File: src/rtl/id_ex_stage_pkg.sv
// Shared definitions for the ID/EX stage: decoder control bundle layout
// and the constants the decoder and EX stage agree on.
package id_ex_stage_pkg;

    localparam int ALUOP_W = 5;

    localparam int CTRL_JAL        = 0;
    localparam int CTRL_BRANCH     = 1;
    localparam int CTRL_LUI        = 2;
    localparam int CTRL_JALR       = 3;
    localparam int CTRL_WDSEL_LSB  = 4;
    localparam int CTRL_WDSEL_W    = 2;
    localparam int CTRL_DMTYPE_LSB = 6;
    localparam int CTRL_DMTYPE_W   = 3;
    localparam int CTRL_BSRC       = 9;
    localparam int CTRL_ASRC       = 10;
    localparam int CTRL_MEMREAD    = 11;
    localparam int CTRL_MEMWRITE   = 12;
    localparam int CTRL_REGWRITE   = 13;
    localparam int CTRL_ALUOP_LSB  = 14;
    localparam int CTRL_W          = CTRL_ALUOP_LSB + ALUOP_W;

    localparam logic [CTRL_W-1:0] CTRL_BUBBLE = '0;

    localparam logic [ALUOP_W-1:0] ALUOP_NOP = '0;
    localparam logic [ALUOP_W-1:0] ALUOP_ADD = ALUOP_W'(1);

    localparam logic [CTRL_WDSEL_W-1:0] WDSEL_ALU = 2'd0;
    localparam logic [CTRL_WDSEL_W-1:0] WDSEL_MEM = 2'd1;
    localparam logic [CTRL_WDSEL_W-1:0] WDSEL_PC4 = 2'd2;

endpackage

File: src/rtl/id_ex_stage_hazard_detect.sv
// Load-use hazard comparator: a load in EX feeding a source of the
// instruction in ID forces a one-cycle stall.
module hazard_detect (
    input  logic       ex_valid,
    input  logic       ex_mem_read,
    input  logic [4:0] ex_rd,
    input  logic       id_valid,
    input  logic [4:0] id_rs1,
    input  logic [4:0] id_rs2,
    input  logic       id_use_rs1,
    input  logic       id_use_rs2,
    input  logic       flush,
    input  logic       ex_hold,
    output logic       lu_stall
);

    logic rs1_hit;
    logic rs2_hit;
    logic ex_load;

    assign rs1_hit = id_use_rs1 && (id_rs1 == ex_rd);
    assign rs2_hit = id_use_rs2 && (id_rs2 == ex_rd);
    assign ex_load = ex_valid && ex_mem_read && (ex_rd != 5'd0);

    // Hold already freezes upstream, so no stall is reported under it.
    assign lu_stall = ex_load && id_valid && (rs1_hit || rs2_hit)
                    && !flush && !ex_hold;

endmodule

File: src/rtl/id_ex_stage.sv
// ID/EX pipeline register with load-use bubble insertion, flush
// handling across EX holds and a bubble counter.
module id_ex_stage
    import id_ex_stage_pkg::*;
#(
    parameter int XLEN  = 32,
    parameter int CNT_W = 32
) (
    input  logic              clk,
    input  logic              rstn,
    input  logic              id_valid,
    input  logic [CTRL_W-1:0] id_ctrl,
    input  logic [XLEN-1:0]   id_pc,
    input  logic [XLEN-1:0]   id_rs1_data,
    input  logic [XLEN-1:0]   id_rs2_data,
    input  logic [XLEN-1:0]   id_imm,
    input  logic [4:0]        id_rs1,
    input  logic [4:0]        id_rs2,
    input  logic              id_use_rs1,
    input  logic              id_use_rs2,
    input  logic [4:0]        id_rd,
    input  logic [2:0]        id_funct3,
    input  logic              ex_hold,
    input  logic              flush,
    output logic              ex_valid,
    output logic [CTRL_W-1:0] ex_ctrl,
    output logic [XLEN-1:0]   ex_pc,
    output logic [XLEN-1:0]   ex_rs1_data,
    output logic [XLEN-1:0]   ex_rs2_data,
    output logic [XLEN-1:0]   ex_imm,
    output logic [4:0]        ex_rs1,
    output logic [4:0]        ex_rs2,
    output logic [4:0]        ex_rd,
    output logic [2:0]        ex_funct3,
    output logic              lu_stall,
    output logic [CNT_W-1:0]  bubble_cnt
);

    typedef struct packed {
        logic              valid;
        logic [CTRL_W-1:0] ctrl;
        logic [XLEN-1:0]   pc;
        logic [XLEN-1:0]   rs1_data;
        logic [XLEN-1:0]   rs2_data;
        logic [XLEN-1:0]   imm;
        logic [4:0]        rs1;
        logic [4:0]        rs2;
        logic [4:0]        rd;
        logic [2:0]        funct3;
    } id_ex_t;

    id_ex_t q;
    id_ex_t d;
    logic   pend_flush;
    logic   bubble;

    hazard_detect u_hazard (
        .ex_valid    (q.valid),
        .ex_mem_read (q.ctrl[CTRL_MEMREAD]),
        .ex_rd       (q.rd),
        .id_valid    (id_valid),
        .id_rs1      (id_rs1),
        .id_rs2      (id_rs2),
        .id_use_rs1  (id_use_rs1),
        .id_use_rs2  (id_use_rs2),
        .flush       (flush),
        .ex_hold     (ex_hold),
        .lu_stall    (lu_stall)
    );

    assign bubble = flush || pend_flush || lu_stall;

    always_comb begin
        d.valid    = id_valid;
        d.ctrl     = id_ctrl;
        d.pc       = id_pc;
        d.rs1_data = id_rs1_data;
        d.rs2_data = id_rs2_data;
        d.imm      = id_imm;
        d.rs1      = id_rs1;
        d.rs2      = id_rs2;
        d.rd       = id_rd;
        d.funct3   = id_funct3;
        if (bubble) begin
            d      = '0;
            d.ctrl = CTRL_BUBBLE;
        end
    end

    // A flush seen while EX is held is parked until the first free edge.
    always_ff @(posedge clk) begin
        if (!rstn) begin
            q          <= '0;
            pend_flush <= 1'b0;
            bubble_cnt <= '0;
        end else if (ex_hold) begin
            pend_flush <= pend_flush | flush;
        end else begin
            q          <= d;
            pend_flush <= 1'b0;
            if (bubble) bubble_cnt <= bubble_cnt + CNT_W'(1);
        end
    end

    assign ex_valid    = q.valid;
    assign ex_ctrl     = q.ctrl;
    assign ex_pc       = q.pc;
    assign ex_rs1_data = q.rs1_data;
    assign ex_rs2_data = q.rs2_data;
    assign ex_imm      = q.imm;
    assign ex_rs1      = q.rs1;
    assign ex_rs2      = q.rs2;
    assign ex_rd       = q.rd;
    assign ex_funct3   = q.funct3;

endmodule

File: config.mk
export PLATFORM = sky130hd
export DESIGN_NAME = id_ex_stage
export DESIGN_NICKNAME = d
export VERILOG_FILES = /design/src/rtl/id_ex_stage_pkg.sv /design/src/rtl/id_ex_stage_hazard_detect.sv /design/src/rtl/id_ex_stage.sv
export SDC_FILE = /design/constraint.sdc
export NUM_CORES = 1
export LEC_CHECK = 0
export CORE_ASPECT_RATIO = 0.9
export CORE_MARGIN = 10
export CORE_UTILIZATION = 42
export CTS_CLUSTER_SIZE = 14
export DETAILED_ROUTE_END_ITERATION = 10
export PLACE_DENSITY = 0.86
export SYNTH_ARGS = -nofsm -noshare
export SYNTH_HDL_FRONTEND = slang
export SYNTH_SLANG_ARGS = --single-unit
File: constraint.sdc
create_clock -name clk -period 3.8 [get_ports clk]
set_clock_uncertainty 0.05 [all_clocks]
set_input_delay 0.76 -clock clk [delete_from_list [all_inputs] [get_ports clk]]
set_output_delay 0.76 -clock clk [all_outputs]
set_load 0.1 [all_outputs]
# --- Word level (Yosys, flattened, before mapping) ---
# Cells that the tools add are included.
classes:
  magnitude_cmp: 0
  div_mod_pow: 0
  n_mux: 1
  shift: 0
  bitwise: 2
  reduce_logical: 16
  add_sub_neg: 1
  mul: 0
  eq_ne: 2
ops:
  columns: ["cell", "count"]
  rows:
  - ["$mux W166", 1]
  - ["$add A32 B1 Y32 const B", 1]
  - ["$eq A5 B5 Y1", 2]
  - ["$logic_and A1 B1 Y1", 8]
  - ["$reduce_bool A5 Y1", 1]
  - ["$reduce_and A2 Y1", 2]
  - ["$logic_or A1 B1 Y1", 3]
  - ["$logic_not A1 Y1", 2]
  - ["$not A1 Y1", 1]
  - ["$or A1 B1 Y1", 1]
totals:
  latch_bits: 0
  n_memories: 0
  register_bits: 199
  ramBits: 0
  rom_bits: 0
  output_inout_bits: 199
  in_bits: 172
  wordCells: 34

# --- Longest topological paths before layout ---
logic_depth:
  ltp_word: 8
  depth_mapped: 8
  mapped_depth_nobuf: 6

# --- By module ---
# Synthesis repeated with hierarchy kept, for this count alone.
unflattened:
  hier_cells: 559
  area_unflattened_um2: 6575.1
by_module_without_submodules:
  columns: ["mod", "seq_area_each_um2", "area_each_um2", "cells_each", "n_inst"]
  rows:
  - ["id_ex_stage", 3983.8, 6431.2, 540, 1]
  - ["hazard_detect", 0.0, 143.9, 19, 1]

# --- Worst setup path before layout ---
# Ideal clock, no wire load.
synth_path:
  kind: "register to output"
  startpoint: "reg q, in the netlist ex_rd[4]"
  endpoint: "out lu_stall"
  n_path_buf: 0
  arrival_ps: 2824
  t_required_ps: 2990
  slack_ps: 166
  stages_incl_launch_ff: 5
  cell_sequence: "dfxtp_1 > xnor2_1 > nand4_1 > o22a_1 > nor2_1"
synth_between:
  elab_chain_len: 6
  elab_cells_between_ends: 11
  classes_between: "eq/ne: 2; reduce/logical: 9"
synth_rtl:
  columns: ["item", "line", "rtl"]
  rows:
  - ["start, declared", "id_ex_stage.sv:52", "id_ex_t q;"]
  - ["start signal, assigned", "id_ex_stage.sv:93", "q <= '0;"]
  - ["start signal, assigned", "id_ex_stage.sv:99", "q <= d;"]
  - ["$eq A5 B5 Y1 (tied with other cells)", "id_ex_stage_hazard_detect.sv:21", "assign rs1_hit = id_use_rs1 && (id_rs1 == ex_rd);"]
  - ["$logic_and A1 B1 Y1, on equally long branches", "id_ex_stage_hazard_detect.sv:21, id_ex_stage_hazard_detect.sv:22, id_ex_stage_hazard_detect.sv:23", null]
  - ["$logic_or A1 B1 Y1 / $logic_and A1 B1 Y1 (equally long branches)", "id_ex_stage_hazard_detect.sv:26", "assign lu_stall = ex_load && id_valid && (rs1_hit || rs2_hit)"]
  - ["$logic_and A1 B1 Y1 *", "id_ex_stage_hazard_detect.sv:26", null]
  - ["$logic_and A1 B1 Y1 * (2 in series)", "id_ex_stage_hazard_detect.sv:27", "&& !flush && !ex_hold;"]
  - ["end, declared", "id_ex_stage.sv:35", "output logic lu_stall,"]
# Mark *: on every way between the ends. The rest lies on a longest branch, timed or not.

# --- Worst setup path in the final report ---
layout_path:
  startpoint: "in ex_hold"
  endpoint: "out lu_stall"
layout_between:
  elab_chain_len: 2
layout_rtl:
  columns: ["item", "line", "rtl"]
  rows:
  - ["start, declared", "id_ex_stage.sv:23", "input logic ex_hold,"]
  - ["$logic_not A1 Y1", "id_ex_stage_hazard_detect.sv:27", null]
  - ["$logic_and A1 B1 Y1", "id_ex_stage_hazard_detect.sv:27", null]
# No other way between the ends.

==> impl_metrics.env <==
export IMPL_synth_commonest_cells="dfxtp_1 (199), a22o_1 (166), a21oi_1 (25), nand2_1 (24), clkbuf_1 (22)"
export IMPL_synth_top_family_by_area="compound AO/OA/AOI/OAI gates"
export IMPL_cts_made_buffers=17
export IMPL_antenna_found_initial=4
export IMPL_final_antenna_net_count=0
export IMPL_fin_nets=1122
export IMPL_crit_type="input port to output pin"
export IMPL_hold_viol_final=0
export IMPL_yosysWarnings=0
export IMPL_critical_path_buf_inv_count=2
export IMPL_max_cap_violations=0
export IMPL_status="complete, no violations"
export IMPL_wl_per_cell_um=22.9
export IMPL_hold_path_class="flip-flop to flip-flop"
export IMPL_grt_overflow_total=0
export IMPL_fin_hold_ws_ps=426
export IMPL_synth_simple_area_share_pct=8.63
export IMPL_grt_max_degree=109
export IMPL_htree_levels=4
export IMPL_fmax_mhz=317
export IMPL_clkLatencyLatePin_ps=430
export IMPL_drc_errors=0
export IMPL_gr_usage_met1_pct=26.5
export IMPL_dpl_cell_count=1137
export IMPL_crit_path_start_kind="input port"
export IMPL_drt_wl_total_um=26800
export IMPL_grt_pass1_wl_um=39800
export IMPL_num_rows=44
export IMPL_viasPerCell=5.44
export IMPL_cts_tree="built"
export IMPL_slew_headroom_pct=25.9
export IMPL_final_cells=1171
export IMPL_yosysMostFrequentCell="dfxtp_1"
export IMPL_synth_edf_count=0
export IMPL_ys_types=47
export IMPL_synth_adder_area_share_pct=0.182
export IMPL_syn_num_nets=771
export IMPL_grtUsageMet2_pct=40.0
export IMPL_use_met3_pct=8.07
export IMPL_crit_chain="clkdlybuf4s50_1 > and4bb_2 > o211ai_2 > nor2_1 > buf_12"
export IMPL_initial_utilization_pct=42.7
export IMPL_cts_hold_buf=0
export IMPL_worst_pin_slew_ps=1110
export IMPL_die_x_um=155
export IMPL_synth_area_mux_share_pct=0.584
export IMPL_ys_flop_type="dfxtp_1"
export IMPL_clock_path_buffers=2
export IMPL_power_leakage_nw=4.17
export IMPL_grtUsageTotal_pct=23.3
export IMPL_vias=6365
export IMPL_clk_pin_slew_worst_paths_ps=70
export IMPL_place_gp_congestion=0.858
export IMPL_port_buffers=370
export IMPL_cp_max_fo=9
export IMPL_synth_yosys_seq_area_share_pct=58.1
export IMPL_cts_sinks=199
export IMPL_boundaryPins=371
export IMPL_nFillCells=1154
export IMPL_drv_slew=0
export IMPL_dieArea_um2=21900
export IMPL_r2r_slack_ps=1270
export IMPL_cpPeakStageDelay_ps=600
export IMPL_regArea_um2=3980
export IMPL_synthArstFlopShare_pct=0
export IMPL_hpwl_um=20600
export IMPL_synthCells=598
export IMPL_synth_xor_area_share_pct=1.40
export IMPL_grt_pass1_vias=6373
export IMPL_power_total_mw=4.99
export IMPL_setup_tns_ps=0
export IMPL_drt_iter0_markers=389
export IMPL_ys_ff_latch=199
export IMPL_syn_area_um2=6860
export IMPL_crit_required_ps=2990
export IMPL_synth_compound_area_share_pct=26.3
export IMPL_power_density_nw_per_um2=445
export IMPL_final_setup_viol_count=0
export IMPL_slowest_stage="clkdlybuf4s50_1"
export IMPL_drtPass1Iterations=5
export IMPL_cts_root_buf="clkbuf_16"
export IMPL_cp_end_kind="output pin"
export IMPL_post_route_util_pct=69.8
export IMPL_avgSynthCellArea_um2=11.5
export IMPL_synthToLayoutAreaGrowth_pct=63.5
export IMPL_ir_worst_vdd_v=0.000626
export IMPL_crit_family="buffers and inverters"
export IMPL_drive_gt1_share_pct=6.45
export IMPL_busiest_layer="met2"
export IMPL_coreArea_um2=16100
export IMPL_synth_top_area_share_pct=58.1
export IMPL_rsz0062_at_grt="no"
export IMPL_yosys_top_cells_area="dfxtp_1 (58%), a22o_1 (21%), buf_6 (2.0%), a21oi_1 (1.8%), or3_1 (1.4%)"
export IMPL_finalCritPeriodShare_pct=83.0
export IMPL_multi_input_area_um2=2560
export IMPL_synth_top_area_cell="dfxtp_1"
export IMPL_cp_arrival_ps=2340
export IMPL_post_cts_buffers=0
export IMPL_die_height_um=141
export IMPL_fin_crit_ps=3150
export IMPL_cts_resized=0
-- cell type report --
class	count	area share, %
sequential	199	35.5
timing repair buffer	378	33.8
multi-input combinational	344	22.8
clock buffer	19	4.04
tap	207	2.31
clock inverter	12	1.18
inverter	9	0.301
antenna	3	0.0669
-- worst register-to-register path, cell delays in order, from the launching register on --
cell and delay (ps):
dfxtp_1 420, or4_1 580, o211ai_2 230, o21ai_1 220, nor3_4 270, buf_12 390, a22o_1 320
-- stage by stage --
stage          instance area (µm²)  worst slack [ps]
6_report                     11200               646
5_1_grt                      11200               558
4_1_cts                      11200               657
3_5_place_dp                 10600               599
3_3_place_gp                 10600               652
2_1_floorplan                 6860               166
-- power breakdown --
part | total [mW] | switching [mW] | internal [mW] | leakage (nW)
clock network | 1.81 | 0.849 | 0.962 | 0.287
registers | 2.20 | 0.0429 | 2.15 | 1.62
logic | 0.981 | 0.657 | 0.324 | 2.27
-- cell usage in the layout, fill, tap and decap left out, drive strengths merged, types with 2 or more instances in the layout --
master	count
nor4	3
nor2b	2
nand4b	4
xnor2	10
o31ai	4
a22o	166
nand2	24
and2	3
diode	3
clkdlybuf4s50	357
a21o	2
o21ai	21
nand3	13
nand2b	4
nand4	6
or3	15
clkinv	4
mux2i	4
nor3	8
clkbuf	19
or4	4
dfxtp	199
buf	21
a21oi	27
inv	15
nor2	10
and3	2
-- metal layers --
metal	vias up	part of all wire [%]
met5	-	0.075
met4	2	2.1
li1	2973	-
met3	35	8.9
met2	308	51
met1	3047	38
-- path summary, 6_finish.rpt --
check,start,to,cells after the start
setup / recovery,ex_hold,lu_stall,5
hold / removal,bubble_cnt[31],bubble_cnt[31],2
setup reg to reg,ex_rd[0],ex_rs1_data[6],6
hold reg to reg,bubble_cnt[31],bubble_cnt[31],2
-- sequential cells by signal, indices dropped and copies added (netlist names) --
register	flops
bubble_cnt	32
ex_imm	32
ex_pc	32
ex_rs1_data	32
ex_rs2_data	32
ex_ctrl	19
ex_rd	5
ex_rs1	5
ex_rs2	5
ex_funct3	3
ex_valid	1
pend_flush	1
-- cells by family after synthesis --
| kind of cell | count (synthesis) |
|---|---|
| and+or+nand+nor | 102 |
| buffers and inverters | 55 |
| xor gates and xnor gates | 11 |
| DFF | 199 |
| muxes | 4 |
| adders and majority gates | 1 |
| AOI/OAI and AO/OA | 226 |
Note: power is estimated with default switching activity, not from simulation.
